**config.mk**
```make
export PLATFORM = sky130hd
export DESIGN_NAME = fsm_step_ctrl
export DESIGN_NICKNAME = d
export VERILOG_FILES = /design/src/rtl/fsm_step_ctrl_pkg.sv /design/src/rtl/fsm_step_ctrl_key_debounce.sv /design/src/rtl/fsm_step_ctrl.sv
export SDC_FILE = /design/constraint.sdc
export NUM_CORES = 1
export LEC_CHECK = 0
export ABC_AREA = 1
export CORE_AREA = 2 2 98 100
export DETAILED_ROUTE_END_ITERATION = 8
export DIE_AREA = 0 0 100 102
export GPL_TIMING_DRIVEN = 1
export PLACE_DENSITY = 0.75
export SYNTH_ARGS = -nofsm -noshare
export SYNTH_HDL_FRONTEND = slang
export SYNTH_SLANG_ARGS = --single-unit
export TNS_END_PERCENT = 100
```
**constraint.sdc**
```tcl
create_clock -name clock -period 5.6 [get_ports clock]
set_input_delay 0.84 -clock clock [delete_from_list [all_inputs] [get_ports clock]]
set_output_delay 0.84 -clock clock [all_outputs]
set_load 0.03 [all_outputs]
```
**src/rtl/fsm_step_ctrl_pkg.sv**
```systemverilog
// Shared definitions for the step controller: FSM state encoding and switch bit positions.
package fsm_step_ctrl_pkg;

  typedef enum logic [2:0] {
    StIdle    = 3'd0,
    StPulse   = 3'd1,
    StHold    = 3'd2,
    StRepeat  = 3'd3,
    StWaitRel = 3'd4
  } state_e;

  localparam int unsigned SwW      = 7;
  localparam int unsigned SwCheck  = 6;
  localparam int unsigned SwMode   = 5;
  localparam int unsigned SwDir    = 4;
  localparam int unsigned SwValLsb = 0;
  localparam int unsigned SwValW   = 4;

endpackage

```
**src/rtl/fsm_step_ctrl_key_debounce.sv**
```systemverilog
// Synchronises and debounces the active-low step pushbutton; emits the debounced level and a
// one-cycle event on each debounced press.
module fsm_step_ctrl_key_debounce #(
  parameter int unsigned DEBOUNCE_CYCLES = 500000,
  parameter int unsigned CNT_W           = 25
) (
  input  logic clock,
  input  logic reset,
  input  logic step_n,
  output logic level_pressed,
  output logic press_evt
);

  localparam logic [CNT_W-1:0] CntLast = CNT_W'(DEBOUNCE_CYCLES - 1);

  logic [1:0]       sync_q;
  logic             pressed_now;
  logic             level_q, level_d;
  logic             evt_q, evt_d;
  logic [CNT_W-1:0] cnt_q, cnt_d;

  assign pressed_now = ~sync_q[1];

  // Level flips on the edge where the mismatch count reaches DEBOUNCE_CYCLES.
  always_comb begin
    cnt_d   = '0;
    level_d = level_q;
    evt_d   = 1'b0;
    if (pressed_now != level_q) begin
      if (cnt_q >= CntLast) begin
        level_d = pressed_now;
        evt_d   = pressed_now;
      end else begin
        cnt_d = cnt_q + CNT_W'(1);
      end
    end
  end

  always_ff @(posedge clock or negedge reset) begin
    if (!reset) begin
      sync_q  <= 2'b11;
      level_q <= 1'b0;
      evt_q   <= 1'b0;
      cnt_q   <= '0;
    end else begin
      sync_q  <= {sync_q[0], step_n};
      level_q <= level_d;
      evt_q   <= evt_d;
      cnt_q   <= cnt_d;
    end
  end

  assign level_pressed = level_q;
  assign press_evt     = evt_q;

endmodule

```
**src/rtl/fsm_step_ctrl.sv**
```systemverilog
// Step command source: debounced button to one-cycle enable, latched switch command,
// optional hold-to-auto-repeat.
module fsm_step_ctrl
  import fsm_step_ctrl_pkg::*;
#(
  parameter int unsigned DEBOUNCE_CYCLES = 500000,
  parameter int unsigned REPEAT_DELAY    = 25000000,
  parameter int unsigned REPEAT_RATE     = 5000000,
  parameter int unsigned CNT_W           = 25
) (
  input  logic           clock,
  input  logic           reset,
  input  logic           step_n,
  input  logic [SwW-1:0] sw,
  input  logic           auto_repeat,
  output logic           enable,
  output logic           check,
  output logic           mode,
  output logic           direction,
  output logic [3:0]     value,
  output logic           busy
);

  localparam logic [CNT_W-1:0] DelayLast = CNT_W'(REPEAT_DELAY - 1);
  localparam logic [CNT_W-1:0] RateLast  = CNT_W'(REPEAT_RATE - 1);

  logic           level_pressed, press_evt;
  logic [SwW-1:0] sw_meta_q, sw_sync_q;
  logic           auto_meta_q, auto_sync_q;
  state_e         state_q, state_d;
  logic [CNT_W-1:0] timer_q, timer_d, timer_last;
  logic           rep_q, rep_d;
  logic [SwW-1:0] cmd_q, cmd_d;

  fsm_step_ctrl_key_debounce #(
    .DEBOUNCE_CYCLES(DEBOUNCE_CYCLES),
    .CNT_W          (CNT_W)
  ) u_key_debounce (
    .clock        (clock),
    .reset        (reset),
    .step_n       (step_n),
    .level_pressed(level_pressed),
    .press_evt    (press_evt)
  );

  assign timer_last = (state_q == StHold) ? DelayLast : RateLast;

  always_comb begin
    state_d = state_q;
    timer_d = timer_q;
    rep_d   = rep_q;
    cmd_d   = cmd_q;
    enable  = 1'b0;
    case (state_q)
      StIdle: begin
        if (press_evt) begin
          state_d = StPulse;
          rep_d   = 1'b0;
          cmd_d   = sw_sync_q;
        end
      end
      StPulse: begin
        enable  = 1'b1;
        timer_d = '0;
        if (auto_sync_q) state_d = rep_q ? StRepeat : StHold;
        else             state_d = StWaitRel;
      end
      StHold, StRepeat: begin
        // Release outranks both auto_repeat dropping and timer expiry.
        if (!level_pressed) begin
          state_d = StIdle;
        end else if (!auto_sync_q) begin
          state_d = StWaitRel;
        end else if (timer_q >= timer_last) begin
          state_d = StPulse;
          rep_d   = 1'b1;
          cmd_d   = sw_sync_q;
        end else begin
          timer_d = timer_q + CNT_W'(1);
        end
      end
      StWaitRel: begin
        if (!level_pressed) state_d = StIdle;
      end
      default: state_d = StIdle;
    endcase
  end

  always_ff @(posedge clock or negedge reset) begin
    if (!reset) begin
      sw_meta_q   <= '0;
      sw_sync_q   <= '0;
      auto_meta_q <= 1'b0;
      auto_sync_q <= 1'b0;
      state_q     <= StIdle;
      timer_q     <= '0;
      rep_q       <= 1'b0;
      cmd_q       <= '0;
    end else begin
      sw_meta_q   <= sw;
      sw_sync_q   <= sw_meta_q;
      auto_meta_q <= auto_repeat;
      auto_sync_q <= auto_meta_q;
      state_q     <= state_d;
      timer_q     <= timer_d;
      rep_q       <= rep_d;
      cmd_q       <= cmd_d;
    end
  end

  assign check     = cmd_q[SwCheck];
  assign mode      = cmd_q[SwMode];
  assign direction = cmd_q[SwDir];
  assign value     = cmd_q[SwValLsb +: SwValW];
  assign busy      = level_pressed;

endmodule
```
* Yosys cells after proc, flatten, opt, wreduce, memory -nomap -nowiden
Cells that the tools add are included.
** Word-level totals
- Logic and storage cells :: 65
- Output and inout bits :: 9
- Input bits :: 11
- Bits in registers :: 81
** Cells by class
- Reductions and logical operators :: 8
- Equality and inequality tests :: 12
- Multiplexer cells :: 28
- Bitwise gates (word level) :: 1
- Order comparisons :: 2
- $add $sub $neg :: 2
** Operators by type and width (count)
- 2-to-1 mux 25 bit :: 6
- adder 25 x 1 -> 25 bit (second input constant) :: 2
- case mux 25 bit (2 select lines) :: 1
- 2-to-1 mux 7 bit :: 4
- greater-or-equal comparator 25 x 19 -> 1 bit (second input constant) :: 1
- greater-or-equal comparator 25 bit :: 1
- 2-to-1 mux 3 bit :: 6
- case mux 7 bit (2 select lines) :: 1
- case mux 3 bit (4 select lines) :: 1
- 2-to-1 mux 1 bit :: 8
- inequality test 2 bit (second input constant) :: 4
- equality test 3 x 2 -> 1 bit (second input constant) :: 2
- AND reduction 5 bit :: 1
- inequality test 2 x 1 -> 1 bit (second input constant) :: 2
- inequality test 4 bit (second input constant) :: 1
- AND reduction 4 bit :: 1
- nonzero test 2 bit :: 2
- equality test 3 x 1 -> 1 bit (second input constant) :: 1
- equality test 3 bit (second input constant) :: 1
- logical NOT 3 bit :: 1
- AND reduction 3 bit :: 1
- case mux 1 bit (2 select lines) :: 1
- AND reduction 2 bit :: 1
- OR reduction 2 bit :: 1
- other kinds (2) :: 2

* Depth between registers and ports, before layout
- Word-level depth :: 7
- Mapped depth :: 16
- Gate-level depth less buffers :: 16

* Hierarchy
From an unflattened synthesis, not the netlist that was laid out.
** Unflattened totals
- Cells, all modules :: 544
- Area total of the unflattened synthesis :: 4349.2 µm²
** Modules (own cells, without submodules)
- fsm_step_ctrl :: cells an instance 383, instances 1, sequential area each 1301.2 µm², area each 2905.3 µm²
- fsm_step_ctrl_key_debounce :: cells an instance 161, instances 1, sequential area each 728.2 µm², area each 1443.9 µm²

* Least setup slack after synthesis
No wires, ideal clock.
- Path kind :: flip-flop to flip-flop
- Start :: register state_q[2]
- End :: register rep_q
- Cell stages (with the launch flop) :: 17
- Clock period less this slack :: 2226 ps
- Buffers on the path :: 0
- Data required time :: 5468 ps
- Library setup time :: 132 ps
- Slack :: 3374 ps
- Data arrival time :: 2094 ps
- Cells stage by stage :: dfrtp_1 > inv_1 > nand3_1 > ha_1 > inv_1 > nor2_1 > nand2_1 > nor2_1 > nand2_1 > nor2_1 > nand3_1 > nand2_1 > nor2_2 > nand2_2 > nand2_2 > nand2_1 > o21ai_1
** Between the ends
- Word-level cells in the longest chain between the ends :: 5
- Elaborated cells on any way between the ends :: 13
- Those cells by class :: order compare: 1; eq/ne: 6; mux: 2; reduce/logical: 4
** RTL lines
- from (decl) :: line fsm_step_ctrl.sv:30 : state_e state_q, state_d;
- from (signal assigned) :: line fsm_step_ctrl.sv:95 : state_q <= StIdle;
- from (signal assigned) :: line fsm_step_ctrl.sv:104 : state_q <= state_d;
- equality test 3 x 2 -> 1 bit :: line fsm_step_ctrl.sv:46, fsm_step_ctrl.sv:54
- 2-to-1 mux 25 bit :: line fsm_step_ctrl.sv:46 : assign timer_last = (state_q == StHold) ? DelayLast : RateLast;
- greater-or-equal comparator 25 bit :: line fsm_step_ctrl.sv:74 : end else if (timer_q >= timer_last) begin
- inequality test 2 bit (no source line)
- AND reduction 5 bit (no source line)
- to (signal assigned) :: line fsm_step_ctrl.sv:106 : rep_q <= rep_d;
- to (decl) :: line fsm_step_ctrl.sv:32 : logic rep_q, rep_d;
Several ways; a longest one is shown, not always the timed one.
A chain may end at the register's enable or synchronous reset.

* Final worst setup path
- Start :: register state_q[0]
- End :: register timer_q[5]
** Between the ends
- Word-level cells in the longest chain between the ends :: 5
- Elaborated cells on any way between the ends :: 12
- Those cells by class :: order compare: 1; eq/ne: 6; mux: 2; reduce/logical: 3
** RTL lines
- equality test 3 x 2 -> 1 bit :: line fsm_step_ctrl.sv:46, fsm_step_ctrl.sv:54
- 2-to-1 mux 25 bit :: line fsm_step_ctrl.sv:46
- greater-or-equal comparator 25 bit :: line fsm_step_ctrl.sv:74
- inequality test 2 bit (no source line)
- AND reduction 4 bit (no source line)
- to (signal assigned) :: line fsm_step_ctrl.sv:105 : timer_q <= timer_d;
- to (decl) :: line fsm_step_ctrl.sv:31 : logic [CNT_W-1:0] timer_q, timer_d, timer_last;
Several ways; a longest one is shown, not always the timed one.

==> run summary <==
The mean instance size in the synthesized netlist came out at 7.409 um^2. Synthesis inferred 81 register bits. For this run, design rule violations remaining after detail routing come to 0.

The later pin in the worst-skew pair is clocked with a latency of 370 ps. The kind of critical path was reg2reg. 20 I/O pins were placed.

The cell count after synthesis came out at 599. After synthesis, the largest family of logic cells by area is simple AND/OR/NAND/NOR gates. The commonest non-fill, non-tap cell in the layout was sky130_fd_sc_hd__nand2_1. In this run the remaining antenna-violating nets after routing total 0. After clock tree synthesis, the clock-pin slew on the worst setup and hold paths is 100 ps. Headroom to the max-slew limit came out at 34.88%.

The finished layout holds 739 standard cells, fillers aside. Startpoint kind of the worst setup timing path: a flop. After clock tree synthesis, the flow added hold-fix buffers numbering 0.

The via count of the first global-routing pass was 3,701; the area of the die was 10,200 um^2. Between clock sinks in the finished design, the worst skew comes to 18.42 ps. For this run, the share of the core covered by cells in the final layout is 54.08%. Count of placed standard cells including taps: 723.

The fraction of the cycle the final worst path needs came out at 55.49%. The synthesized netlist occupies a cell area of 4438 um^2. Of all nets on the critical path, the largest fanout is 25. For the count of final setup violators, the log shows 0. For the final hold violation count, the log shows 0.

The detailed-route via count was 3,814. The final critical delay including setup and external delays came out at 3108 ps. TritonCTS built the clock tree.

The vias per cell is 5.161, and the leftover overflow at the end of global routing is 0. The floorplan step set the die height to 102 um. Counting the buffers created by CTS gives 9. Number of diodes added for antenna fixing: 0. Setup repair after global routing left no endpoint under its margin.

The final estimated routing congestion in global placement was 0.9230. At the pin with the least slew margin, the transition time is 976.8 ps. The tightest min-delay check is of the reg2reg type. The first-pass GRT wire length is 16,500 um, and the growth of design area from synthesis to finish is 11.00%. The tools report the number of rows in the core area as 35. CTS saw 81 sinks. The critical path data arrival time was 3340 ps.

The number of antenna violations at the first check in global routing was 0. The library cells used most frequently in the layout, excluding fill and tap cells, are sky130_fd_sc_hd__nand2_1, sky130_fd_sc_hd__nor2_1, sky130_fd_sc_hd__dfrtp_1. For the final routed database, the setup TNS stands at 0 ps. The tools report the maximum level of the CTS H-tree as 3. In the final routed layout, each cell accounts on average for 12.63 um. For this configuration, the core starts out at a cell density of 48.72%. The synthesized netlist contains 36 unique library cells. The run gives 6426 um as the half-perimeter wire length after placement. Across every metal layer, demand over resource in global routing totals 20.29%. The leakage component of the power was 2.212 nW; the required time of the critical path was 5840 ps. After detailed routing, the total wire length is 9334 um.

STA classifies the critical path endpoint as a flop. In this run the horizontal extent of the chip is 100 um. In this run the standard cell core region covers 9109 um^2. Summing the areas of all fa, ha and maj instances in the mapped netlist gives 2.255% of the synthesized area. No sink is reached through more buffers than the 2 on the longest clock path. The simple-gate portion of the synthesized area is 38.31%.

Across the VDD grid, the largest voltage drop is 0.3340 mV. For this run, the register share of the synthesized area comes to 45.73%. The run finished with clean final reports.

Entering global routing, the biggest net connects 82 pins. The tool flagged a number of max-cap violations equal to 0. The fraction of synthesized cell area in xor and xnor cells is 2.960%, and the power per cell area is 324.4 nW/um^2. The final number of max-transition violations was 0. The ratio of cells with drive above 1 in the final layout came out at 5.255%. The number of gates resized after CTS was 0; the fmax was 0.3218 GHz. The net count of the finished layout is 642.

The count of yosys warnings during synthesis was 0; the multiplexer share of the synthesized area was 0%. The complex-gate fraction of the synthesized area came out at 3.468%. The first TritonRoute pass finished after 4 iterations.

The cell at the root of the clock tree is sky130_fd_sc_hd__clkbuf_8. Buffers placed on the I/O ports in this run total 19. Buffers added to address setup during post-CTS repair amount to 0. In this run, the number of DRC markers left after iteration 0 of detailed routing was 256.
[layout make-up]
class / count / area, um^2
fill: 868 / 4183
multi-input combinational: 444 / 2108
sequential: 81 / 2029
inverter: 67 / 251.5
timing repair buffer: 20 / 195.2
tap: 111 / 138.9
clock buffer: 9 / 123.9
clock inverter: 7 / 78.83
[flip-flops by register name, indices dropped and copies added (netlist names), 2 cells and up]
name                   count
sw_meta_q                  7
state_q                    3
u_key_debounce.cnt_q      25
cmd_q                      7
u_key_debounce.sync_q      2
sw_sync_q                  7
timer_q                   25
[final timing paths]
check / from / endpoint / slack, ps / cells past startpoint
min reg2reg: sw_meta_q[5] / sw_sync_q[5] / 350 / 0
max reg2reg: state_q[0] / timer_q[5] / 2490 / 15
min: sw_meta_q[5] / sw_sync_q[5] / 350 / 0
min in group asynchronous: reset / u_key_debounce.cnt_q[5] / 630 / 1
max: state_q[0] / timer_q[5] / 2490 / 15
max in group asynchronous: reset / timer_q[18] / 4340 / 1
[per-stage QoR]
step	setup WS (ps)	instance area [um^2]	power, mW	hold slack [ps]
floorplan	3374	4457	1.030	331.2
global placement	2721	4723	1.148	331.9
finish	2492	4926	1.598	352.1
global route	2139	4926	1.694	360.4
detailed placement	2571	4723	1.167	335.5
CTS	2545	4926	1.613	353.3
[synth_stat cells]
library cell               number  area [um^2]
sky130_fd_sc_hd__clkbuf_1       4        15.01
sky130_fd_sc_hd__xnor2_1        4        35.03
sky130_fd_sc_hd__nor2_1        93        349.1
sky130_fd_sc_hd__inv_1         65        244.0
sky130_fd_sc_hd__nor3_2         1        10.01
sky130_fd_sc_hd__o21ai_0       11        55.05
sky130_fd_sc_hd__clkinv_1       1        3.750
sky130_fd_sc_hd__nand3_2        1        10.01
sky130_fd_sc_hd__xor2_1        11        96.34
sky130_fd_sc_hd__nor2_2         1        6.260
sky130_fd_sc_hd__nor3b_1        2        15.01
sky130_fd_sc_hd__inv_2          1        3.750
sky130_fd_sc_hd__nor2_4         2        22.52
sky130_fd_sc_hd__nor4_1         5        31.28
sky130_fd_sc_hd__buf_6          2        22.52
sky130_fd_sc_hd__nand3_4        1        17.52
sky130_fd_sc_hd__and2_1         1        6.260
sky130_fd_sc_hd__or2_2          2        12.51
sky130_fd_sc_hd__a21oi_1        9        45.04
sky130_fd_sc_hd__nor3_1        22        110.1
sky130_fd_sc_hd__o21bai_1       1        7.510
sky130_fd_sc_hd__o21bai_4       1        18.77
sky130_fd_sc_hd__dfstp_2        2        52.55
sky130_fd_sc_hd__dfrtp_1       79         1977
sky130_fd_sc_hd__o21a_1         1        7.510
sky130_fd_sc_hd__o21ai_2        1        8.760
sky130_fd_sc_hd__o21ai_1        1        5.000
sky130_fd_sc_hd__buf_2          6        30.03
sky130_fd_sc_hd__nand3_1       36        180.2
sky130_fd_sc_hd__nand4_1       35        219.0
sky130_fd_sc_hd__ha_1           8        100.1
sky130_fd_sc_hd__conb_1         1        3.750
sky130_fd_sc_hd__nand2_1      184        690.7
sky130_fd_sc_hd__nand3b_1       1        7.510
sky130_fd_sc_hd__a31oi_1        1        6.260
sky130_fd_sc_hd__nand2_2        2        12.51
[logic make-up (layout without fill, tap and decap cells)]
family / Yosys count / in the layout
simple gates: 389 / 389
other cells: 1 / 6
flops: 81 / 81
buf+inv: 79 / 103
xor+xnor: 15 / 15
fa+ha+maj: 8 / 8
compound gates: 26 / 26
[power breakdown]
| group | leakage, nW | switching [mW] | internal (mW) |
|---|---|---|---|
| logic | 1.06 | 0.341 | 0.142 |
| registers | 1.06 | 0.0372 | 0.637 |
| clock network | 0.0925 | 0.232 | 0.210 |
| total | 2.21 | 0.609 | 0.989 |
[worst max-delay path, stage by stage, from the launching register on]
cell and delay [ps]:
sky130_fd_sc_hd__dfrtp_1 410, sky130_fd_sc_hd__inv_1 120, sky130_fd_sc_hd__nand3_1 270, sky130_fd_sc_hd__ha_1 380, sky130_fd_sc_hd__inv_1 70, sky130_fd_sc_hd__nor2_1 60, sky130_fd_sc_hd__nand3_1 70, sky130_fd_sc_hd__nand2_1 50
sky130_fd_sc_hd__nor2_1 90, sky130_fd_sc_hd__nand2_1 60, sky130_fd_sc_hd__nand2_1 60, sky130_fd_sc_hd__nand2_1 100, sky130_fd_sc_hd__o21bai_4 570, sky130_fd_sc_hd__nand3_4 410, sky130_fd_sc_hd__nand2_1 150, sky130_fd_sc_hd__nand2_1 70
[layer usage]
layer	global-route usage (%)	vias up	part of all wire (%)
met5	0	-	0
met2	32.95	80	47
met4	8.430	0	1.5
li1	-	1955	-
met3	4.036	10	4.4
met1	26.89	1769	47
No activity file was read; power rests on OpenSTA's default activity.
